### src/rtl/video_timing_pkg.sv
// Shared definitions for the raster timing generator: FSM states, standard
// mode constants and total-length helpers.
package video_timing_pkg;

  typedef enum logic [1:0] {
    ST_IDLE     = 2'd0,
    ST_RUN      = 2'd1,
    ST_STOPPING = 2'd2
  } vt_state_t;

  // 640x480@60, 25.175 MHz pixel clock
  localparam int VGA_H_ACTIVE = 640;
  localparam int VGA_H_FRONT  = 16;
  localparam int VGA_H_SYNC   = 96;
  localparam int VGA_H_BACK   = 48;
  localparam int VGA_V_ACTIVE = 480;
  localparam int VGA_V_FRONT  = 10;
  localparam int VGA_V_SYNC   = 2;
  localparam int VGA_V_BACK   = 33;

  // 800x600@60, 40 MHz pixel clock
  localparam int SVGA_H_ACTIVE = 800;
  localparam int SVGA_H_FRONT  = 40;
  localparam int SVGA_H_SYNC   = 128;
  localparam int SVGA_H_BACK   = 88;
  localparam int SVGA_V_ACTIVE = 600;
  localparam int SVGA_V_FRONT  = 1;
  localparam int SVGA_V_SYNC   = 4;
  localparam int SVGA_V_BACK   = 23;

  function automatic int h_total(input int active, input int front,
                                 input int sync, input int back);
    return active + front + sync + back;
  endfunction

  function automatic int v_total(input int active, input int front,
                                 input int sync, input int back);
    return active + front + sync + back;
  endfunction

endpackage

### src/rtl/video_timing_gen.sv
// Raster timing generator: sync, data enable, coordinates and a lead-adjusted
// pixel request, with run/stop control that only lands on frame boundaries.
module video_timing_gen
  import video_timing_pkg::*;
#(
  parameter int H_ACTIVE = VGA_H_ACTIVE,
  parameter int H_FRONT  = VGA_H_FRONT,
  parameter int H_SYNC   = VGA_H_SYNC,
  parameter int H_BACK   = VGA_H_BACK,
  parameter int V_ACTIVE = VGA_V_ACTIVE,
  parameter int V_FRONT  = VGA_V_FRONT,
  parameter int V_SYNC   = VGA_V_SYNC,
  parameter int V_BACK   = VGA_V_BACK,
  parameter bit H_POL    = 1'b0,
  parameter bit V_POL    = 1'b0,
  parameter int REQ_LEAD = 2,
  parameter int CW       = 12
) (
  input  logic          clock_pixel,
  input  logic          reset,
  input  logic          iEnable,
  output logic          oRunning,
  output logic          oDE,
  output logic          SYNC_H,
  output logic          SYNC_V,
  output logic [CW-1:0] oX,
  output logic [CW-1:0] oY,
  output logic          oRequest,
  output logic          oLineStart,
  output logic          oFrameStart
);

  localparam int H_TOTAL = h_total(H_ACTIVE, H_FRONT, H_SYNC, H_BACK);
  localparam int V_TOTAL = v_total(V_ACTIVE, V_FRONT, V_SYNC, V_BACK);

  localparam logic [CW-1:0] H_LAST = CW'(H_TOTAL - 1);
  localparam logic [CW-1:0] V_LAST = CW'(V_TOTAL - 1);
  localparam logic [CW-1:0] V_STOP = CW'(V_TOTAL - 2);
  localparam logic [CW-1:0] H_ACT  = CW'(H_ACTIVE);
  localparam logic [CW-1:0] V_ACT  = CW'(V_ACTIVE);
  localparam logic [CW-1:0] HS_BEG = CW'(H_ACTIVE + H_FRONT);
  localparam logic [CW-1:0] HS_END = CW'(H_ACTIVE + H_FRONT + H_SYNC);
  localparam logic [CW-1:0] VS_BEG = CW'(V_ACTIVE + V_FRONT);
  localparam logic [CW-1:0] VS_END = CW'(V_ACTIVE + V_FRONT + V_SYNC);
  localparam logic [CW:0]   LEAD   = (CW+1)'(REQ_LEAD);
  localparam logic [CW:0]   H_TOTX = (CW+1)'(H_TOTAL);

  vt_state_t     state;
  logic [CW-1:0] hcnt;
  logic [CW-1:0] vcnt;
  logic          frame_done;

  logic          active_p0;
  logic          hsync_p0;
  logic          vsync_p0;
  logic          req_p0;
  logic [CW:0]   h_lead;
  logic [CW-1:0] h_req;
  logic [CW-1:0] v_req;

  // Last blanking pixel before the final line: stopping here leaves the
  // counters exactly at the idle position and issues no next-frame request.
  assign frame_done = (hcnt == H_LAST) && (vcnt == V_STOP);

  // p0: decode of the current counter position
  always_comb begin
    active_p0 = (hcnt < H_ACT) && (vcnt < V_ACT);
    hsync_p0  = (hcnt >= HS_BEG) && (hcnt < HS_END);
    vsync_p0  = (vcnt >= VS_BEG) && (vcnt < VS_END);
    h_lead    = {1'b0, hcnt} + LEAD;
    h_req     = h_lead[CW-1:0];
    v_req     = vcnt;
    if (h_lead >= H_TOTX) begin
      h_req = CW'(h_lead - H_TOTX);
      v_req = (vcnt == V_LAST) ? '0 : vcnt + 1'b1;
    end
    req_p0    = (h_req < H_ACT) && (v_req < V_ACT);
  end

  // p1: registered state, counters and outputs
  always_ff @(posedge clock_pixel or posedge reset) begin
    if (reset) begin
      state       <= ST_IDLE;
      hcnt        <= '0;
      vcnt        <= V_LAST;
      oRunning    <= 1'b0;
      oDE         <= 1'b0;
      SYNC_H      <= ~H_POL;
      SYNC_V      <= ~V_POL;
      oX          <= '0;
      oY          <= '0;
      oRequest    <= 1'b0;
      oLineStart  <= 1'b0;
      oFrameStart <= 1'b0;
    end else begin
      case (state)
        ST_IDLE: begin
          oRunning <= iEnable;
          if (iEnable) state <= ST_RUN;
        end
        ST_RUN: begin
          oRunning <= 1'b1;
          if (!iEnable) state <= ST_STOPPING;
        end
        ST_STOPPING: begin
          oRunning <= iEnable || !frame_done;
          if (iEnable) state <= ST_RUN;
          else if (frame_done) state <= ST_IDLE;
        end
        default: begin
          oRunning <= 1'b0;
          state    <= ST_IDLE;
        end
      endcase

      if (state != ST_IDLE) begin
        if (hcnt == H_LAST) begin
          hcnt <= '0;
          vcnt <= (vcnt == V_LAST) ? '0 : vcnt + 1'b1;
        end else begin
          hcnt <= hcnt + 1'b1;
        end
      end

      if (state == ST_IDLE) begin
        oDE         <= 1'b0;
        SYNC_H      <= ~H_POL;
        SYNC_V      <= ~V_POL;
        oX          <= '0;
        oY          <= '0;
        oRequest    <= 1'b0;
        oLineStart  <= 1'b0;
        oFrameStart <= 1'b0;
      end else begin
        oDE         <= active_p0;
        SYNC_H      <= hsync_p0 ? H_POL : ~H_POL;
        SYNC_V      <= vsync_p0 ? V_POL : ~V_POL;
        oX          <= active_p0 ? hcnt : '0;
        oY          <= active_p0 ? vcnt : '0;
        oRequest    <= req_p0;
        oLineStart  <= active_p0 && (hcnt == '0);
        oFrameStart <= active_p0 && (hcnt == '0) && (vcnt == '0);
      end
    end
  end

endmodule

### config.mk
export PLATFORM = sky130hd
export DESIGN_NAME = video_timing_gen
export DESIGN_NICKNAME = d
export VERILOG_FILES = /design/src/rtl/video_timing_pkg.sv /design/src/rtl/video_timing_gen.sv
export SDC_FILE = /design/constraint.sdc
export NUM_CORES = 1
export LEC_CHECK = 0
export ABC_AREA = 1
export BUFFER_PORTS_ARGS = -buffer_cell sky130_fd_sc_hd__buf_2
export CAP_MARGIN = 10
export CORE_ASPECT_RATIO = 1.2
export CORE_MARGIN = 4
export CORE_UTILIZATION = 25
export CTS_CLUSTER_SIZE = 25
export DETAILED_ROUTE_END_ITERATION = 12
export MAX_ROUTING_LAYER = met4
export PLACE_DENSITY = 0.48
export SETUP_SLACK_MARGIN = 0.15
export SLEW_MARGIN = 20
export SYNTH_ARGS = -nofsm -noshare
export SYNTH_HDL_FRONTEND = slang
export SYNTH_SLANG_ARGS = --single-unit
### constraint.sdc
create_clock -name clock_pixel -period 3.78 [get_ports clock_pixel]
set_input_delay 0.378 -clock clock_pixel [delete_from_list [all_inputs] [get_ports clock_pixel]]
set_output_delay 0.378 -clock clock_pixel [all_outputs]
set_load 0.02 [all_outputs]
# After elaboration in Yosys (flattened, before gate mapping)

Cells that the tools add are included.

Bits in registers: 57
Output and inout port bits: 31
Word-level logic and storage cells: 70
Input bits: 3

Add/subtract/negate cells: 4
Mux-type cells: 22
Equal/unequal tests: 8
Reductions and logical operators: 15
$lt $le $gt $ge: 9

Operators by type and width:

| kind                                                                | number |
|---|---|
| 2-to-1 mux 12 bit                                                   | 8 |
| equality test 12 x 10 -> 1 bit, second input constant               | 3 |
| less-than comparator 12 x 10 -> 1 bit, second input constant        | 3 |
| less-than comparator 12 x 9 -> 1 bit, second input constant         | 3 |
| adder 12 x 1 -> 12 bit, second input constant                       | 2 |
| logical NOT 12 bit                                                  | 2 |
| adder 12 x 2 -> 13 bit, second input constant                       | 1 |
| greater-or-equal comparator 13 x 10 -> 1 bit, second input constant | 1 |
| greater-or-equal comparator 12 x 10 -> 1 bit, second input constant | 1 |
| greater-or-equal comparator 12 x 9 -> 1 bit, second input constant  | 1 |
| subtractor 12 x 10 -> 12 bit, second input constant                 | 1 |
| 2-to-1 mux 1 bit                                                    | 8 |
| 2-to-1 mux 2 bit                                                    | 4 |
| logical AND 1 bit                                                   | 7 |
| one-hot mux 2 bit (3 select lines)                                  | 1 |
| != test 2 bit, second input constant                                | 2 |
| != test 3 bit, second input constant                                | 1 |
| one-hot mux 1 bit (3 select lines)                                  | 1 |
| AND reduction 3 bit                                                 | 1 |
| equality test 2 x 1 -> 1 bit, second input constant                 | 1 |
| equality test 2 bit, second input constant                          | 1 |
| logical NOT 2 bit                                                   | 1 |
| AND reduction 2 bit                                                 | 1 |
| nonzero test 2 bit                                                  | 1 |
| 2 further kinds                                                     | 2 |

# Longest topological paths before layout

Word-level depth: 6
Mapped depth: 12
Mapped depth without buffers: 12

# Least setup slack after synthesis

Ideal clock, no wire load.

Path kind: reg2reg
Start: register vcnt[2]
End: register oRequest
Library setup time: 0.073 ns
Setup slack: 2.268 ns
Stages on the path, launching flop included: 10
Path buffers: 1
Data arrival time: 1.439 ns
Path through: dfstp_2 > buf_2 > nand3_1 > nor2_1 > nand3_1 > nand3_1 > nand3_1 > nor2_1 > nand3_1 > a21oi_2

Longest elaborated chain between the ends: 6

Ends and longest elaborated chain:

| item                                                                     | line                    | text |
|---|---|---|
| from (decl)                                                              | video_timing_gen.sv:50  | `logic [CW-1:0] vcnt;` |
| from (signal assigned)                                                   | video_timing_gen.sv:119 | `vcnt <= (vcnt == V_LAST) ? '0 : vcnt + 1'b1;` |
| adder 12 x 1 -> 12 bit or equality test 12 x 10 -> 1 bit (tied branches) | video_timing_gen.sv:75  | `v_req = (vcnt == V_LAST) ? '0 : vcnt + 1'b1;` |
| 2-to-1 mux 12 bit                                                        | video_timing_gen.sv:75  |  |
| 2-to-1 mux 12 bit (*)                                                    | video_timing_gen.sv:73  | `if (h_lead >= H_TOTX) begin` |
| less-than comparator 12 x 9 -> 1 bit (*)                                 | video_timing_gen.sv:77  | `req_p0 = (h_req < H_ACT) && (v_req < V_ACT);` |
| logical AND 1 bit (*)                                                    | video_timing_gen.sv:77  |  |
| 2-to-1 mux 1 bit (*)                                                     | video_timing_gen.sv:125 | `if (state == ST_IDLE) begin` |
| to (signal assigned)                                                     | video_timing_gen.sv:140 | `oRequest <= req_p0;` |
| to (decl)                                                                | video_timing_gen.sv:28  | `output logic oRequest,` |

Mark *: on every way between the ends. The rest lies on a longest branch, timed or not.
A chain may end at the register's enable or synchronous reset.

# Worst setup path after layout

Start: register hcnt[10]
End: register oY[6]

Longest elaborated chain between the ends: 4

Ends and longest elaborated chain:

| item                                  | line                    | text |
|---|---|---|
| from (decl)                           | video_timing_gen.sv:49  | `logic [CW-1:0] hcnt;` |
| from (signal assigned)                | video_timing_gen.sv:121 | `hcnt <= hcnt + 1'b1;` |
| less-than comparator 12 x 10 -> 1 bit | video_timing_gen.sv:67  | `active_p0 = (hcnt < H_ACT) && (vcnt < V_ACT);` |
| logical AND 1 bit                     | video_timing_gen.sv:67  |  |
| 2-to-1 mux 12 bit                     | video_timing_gen.sv:139 | `oY <= active_p0 ? vcnt : '0;` |
| 2-to-1 mux 12 bit                     | video_timing_gen.sv:125 |  |
| to (signal assigned)                  | video_timing_gen.sv:139 |  |
| to (decl)                             | video_timing_gen.sv:27  | `output logic [CW-1:0] oY,` |

No other way between the ends.

==> reports/metrics.yaml <==
finish:
  drive_gt1_frac: 0.1719
  num_antenna_cells: 0
  final_area_mm2: 0.003351
  area_growth_pct: 22.56
  nNetsFinal: 386
  fillerInstances: 1106
setup_path:
  path_max_fanout: 22
  end_kind: "flip-flop"
  crit_type: "reg -> reg"
  reg2reg_slack_ns: 1.77
  worst_ep_required_time_ns: 3.95
  crit_chain: "nor2_1 -> inv_1 -> nor4_1 -> nor4_1 -> nand2_1 -> nor2_1"
  worstPathArrival_ns: 2.18
  cp-start-kind: "flip-flop"
  critical_path.slowest_cell: "nand2_1"
  slowest_delay_ns: 0.62
  critPathBufInv: 1
  cpLargestDelayFamily: "simple AND/OR/NAND/NOR gates"
timing:
  finalCriticalPeriod_ns: 2.006
  tns_ns: 0
  whs_ns: 0.1632
  finClkSkew_ns: 0.005751
  setup_slack_ns: 1.774
  tightest_slew_ns: 0.8150
  slew_headroom: 0.4554
  drv_slew: 0
  hold_violations: 0
  max_freq_ghz: 0.4984
  fin_crit_sh: 0.5308
  finalSetupViolCount: 0
  rsz0062_at_grt: "false"
pwr:
  peakVddDrop_v: 0.0001798
  p_leak_nw: 1.619
  finalPower_mw: 1.885
  powerDensity_mw_per_mm2: 562.6
status:
  status: "finished clean"
clock_tree:
  cts_max_path_buffers: 2
  cts_buffers: 9
  cts.sinks: 57
  cts_root_buf: "clkbuf_16"
  cts.htree.levels: 3
  cts.repair.resized: 0
  clock_latency_ns: 0.33
  cts.clk_slew.worst_paths_ns: 0.05
  hold_buffers: 0
  cts_tree: "built"
  post_cts_buffers: 0
floorplan:
  fp.dieH_um: 122.6
  ios: 34
  fp.dieW_um: 103.5
  dieArea_mm2: 0.01268
  initial_core_util: 0.2575
  fp.coreArea_mm2: 0.01062
  rows: 41
yosys:
  netlist_top_cells_area: "dfrtp_1, nand2_1, nor2_1"
  synth-async-reset-ratio: 1.000
  synth_flop_cell: "dfrtp_1"
  synthDominantCellAreaShare: 0.4760
  yosysSeqAreaShare: 0.5240
  synth_top_area_cell: "dfrtp_1"
  synth_commonest_cells: "nand2_1, dfrtp_1, nor2_1"
  ys_warn_count: 0
  synth_edf_count: 0
  yosysMostFrequentCell: "nand2_1"
  ys_seq_elements: 57
  avgSynthCellArea_um2: 8.161
  synth.distinct_cells: 31
  synth_cells: 335
  syn_area_mm2: 0.002734
grt:
  use_met1: 0.1334
  gr-usage-met3: 0.03354
  grt_busiest_layer: "met2"
  grt_pass1_wl_um: 10940
  globalRoute.totalOverflow: 0
  grt_pass1_vias: 2231
  track_usage: 0.1166
  met2_usage: 0.1798
  grt_max_degree: 35
  grt_antenna_before_repair: 0
min_path:
  hold_path_class: "in -> async"
placement:
  gp_congestion: 0.8620
  postPlaceCellArea_mm2: 0.003053
  dp_hpwl_um: 4855
  place_ws_ns: 1.747
  portBuffers: 33
routing:
  vias_per_cell: 4.511
  drt_iter0_drc: 107
  drc_errors: 0
  dr_total_vias: 2314
  drtAntennaViolNets: 0
  routed_wl_um: 6543
  wl_per_cell_um: 12.75
  first_pass_iters: 4
flow_run:
  cap_violations: 0
==> metrics by stage <==
stage | cells | util
after CTS | 513 | 0.3155
after detailed placement | 497 | 0.2875
after floorplan | 339 | -
after global placement | 497 | 0.2875
after global routing | 513 | 0.3155
final | 513 | 0.3155
==> kinds of logic after synthesis <==
logic type,synth area share
flops,0.5240
fa+ha+maj,0.01831
buf+inv,0.07551
other cells,0.001372
compound gates,0.07048
xor+xnor,0.01602
simple gates,0.2943
==> layout make-up <==
type	count	area (um2)	share of cell area
Sequential cell	57	1433	0.4276
Multi-Input combinational cell	230	1110	0.3312
Timing Repair Buffer	34	172.7	0.05153
Clock inverter	5	55.05	0.01643
Tap cell	129	161.4	0.04817
Clock buffer	11	242.7	0.07244
Inverter	47	176.4	0.05265
==> state kept, by name, indices dropped and copies added, names as in the netlist <==
| signal | count |
|---|---|
| hcnt | 12 |
| oX | 12 |
| oY | 12 |
| vcnt | 12 |
| state | 2 |
| SYNC_H | 1 |
| SYNC_V | 1 |
| oDE | 1 |
| oFrameStart | 1 |
| oLineStart | 1 |
| oRequest | 1 |
| oRunning | 1 |
==> worst reg2reg max path, cell delays in order (launching register included) <==
cell and delay (ns):
dfrtp_1 0.41, nor2_1 0.22, inv_1 0.08, nor4_1 0.35, nor4_1 0.08, nand2_1 0.62
nor2_1 0.10
==> final timing paths <==
path / startpoint / end / depth (start not counted)
worst max-delay path: hcnt[10]$_DFFE_PP0P_ / oY[6]$_DFF_PP0_ / 6
worst min register to register: vcnt[10]$_DFFE_PP0P_ / vcnt[10]$_DFFE_PP0P_ / 2
min in group clock_pixel: iEnable / state[1]$_DFFE_PP0P_ / 2
max in group asynchronous: reset / vcnt[9]$_DFFE_PP1P_ / 3
worst min-delay path: reset / vcnt[1]$_DFFE_PP0P_ / 2
worst max register to register: hcnt[10]$_DFFE_PP0P_ / oY[6]$_DFF_PP0_ / 6
==> placed cells by master (no fill, tap or decap), drive strengths merged <==
master / instances
nand2: 69
dfrtp: 52
nor2: 52
inv: 47
buf: 34
nand3: 29
o21ai: 26
nor3: 13
clkbuf: 11
nand4: 9
a21oi: 7
dfstp: 5
xor2: 5
conb: 5
ha: 4
nor4: 3
a31oi: 2
nor3b: 2
clkinv: 2
clkinvlp: 2
or2: 1
and3: 1
o31ai: 1
nand3b: 1
bufinv: 1
==> where the power goes <==
| group | internal [mW] | switching [mW] | total (mW) |
|---|---|---|---|
| Sequential | 0.684 | 0.0624 | 0.747 |
| Clock | 0.524 | 0.271 | 0.795 |
| Combinational | 0.0997 | 0.244 | 0.344 |
==> routing by layer <==
layer | part of all wire | vias up
li1 | - | 1163
met1 | 0.42 | 1073
met2 | 0.49 | 55
met3 | 0.050 | 23
met4 | 0.035 | 0
met5 | 0 | -
Note: power is estimated with default switching activity, not from simulation.
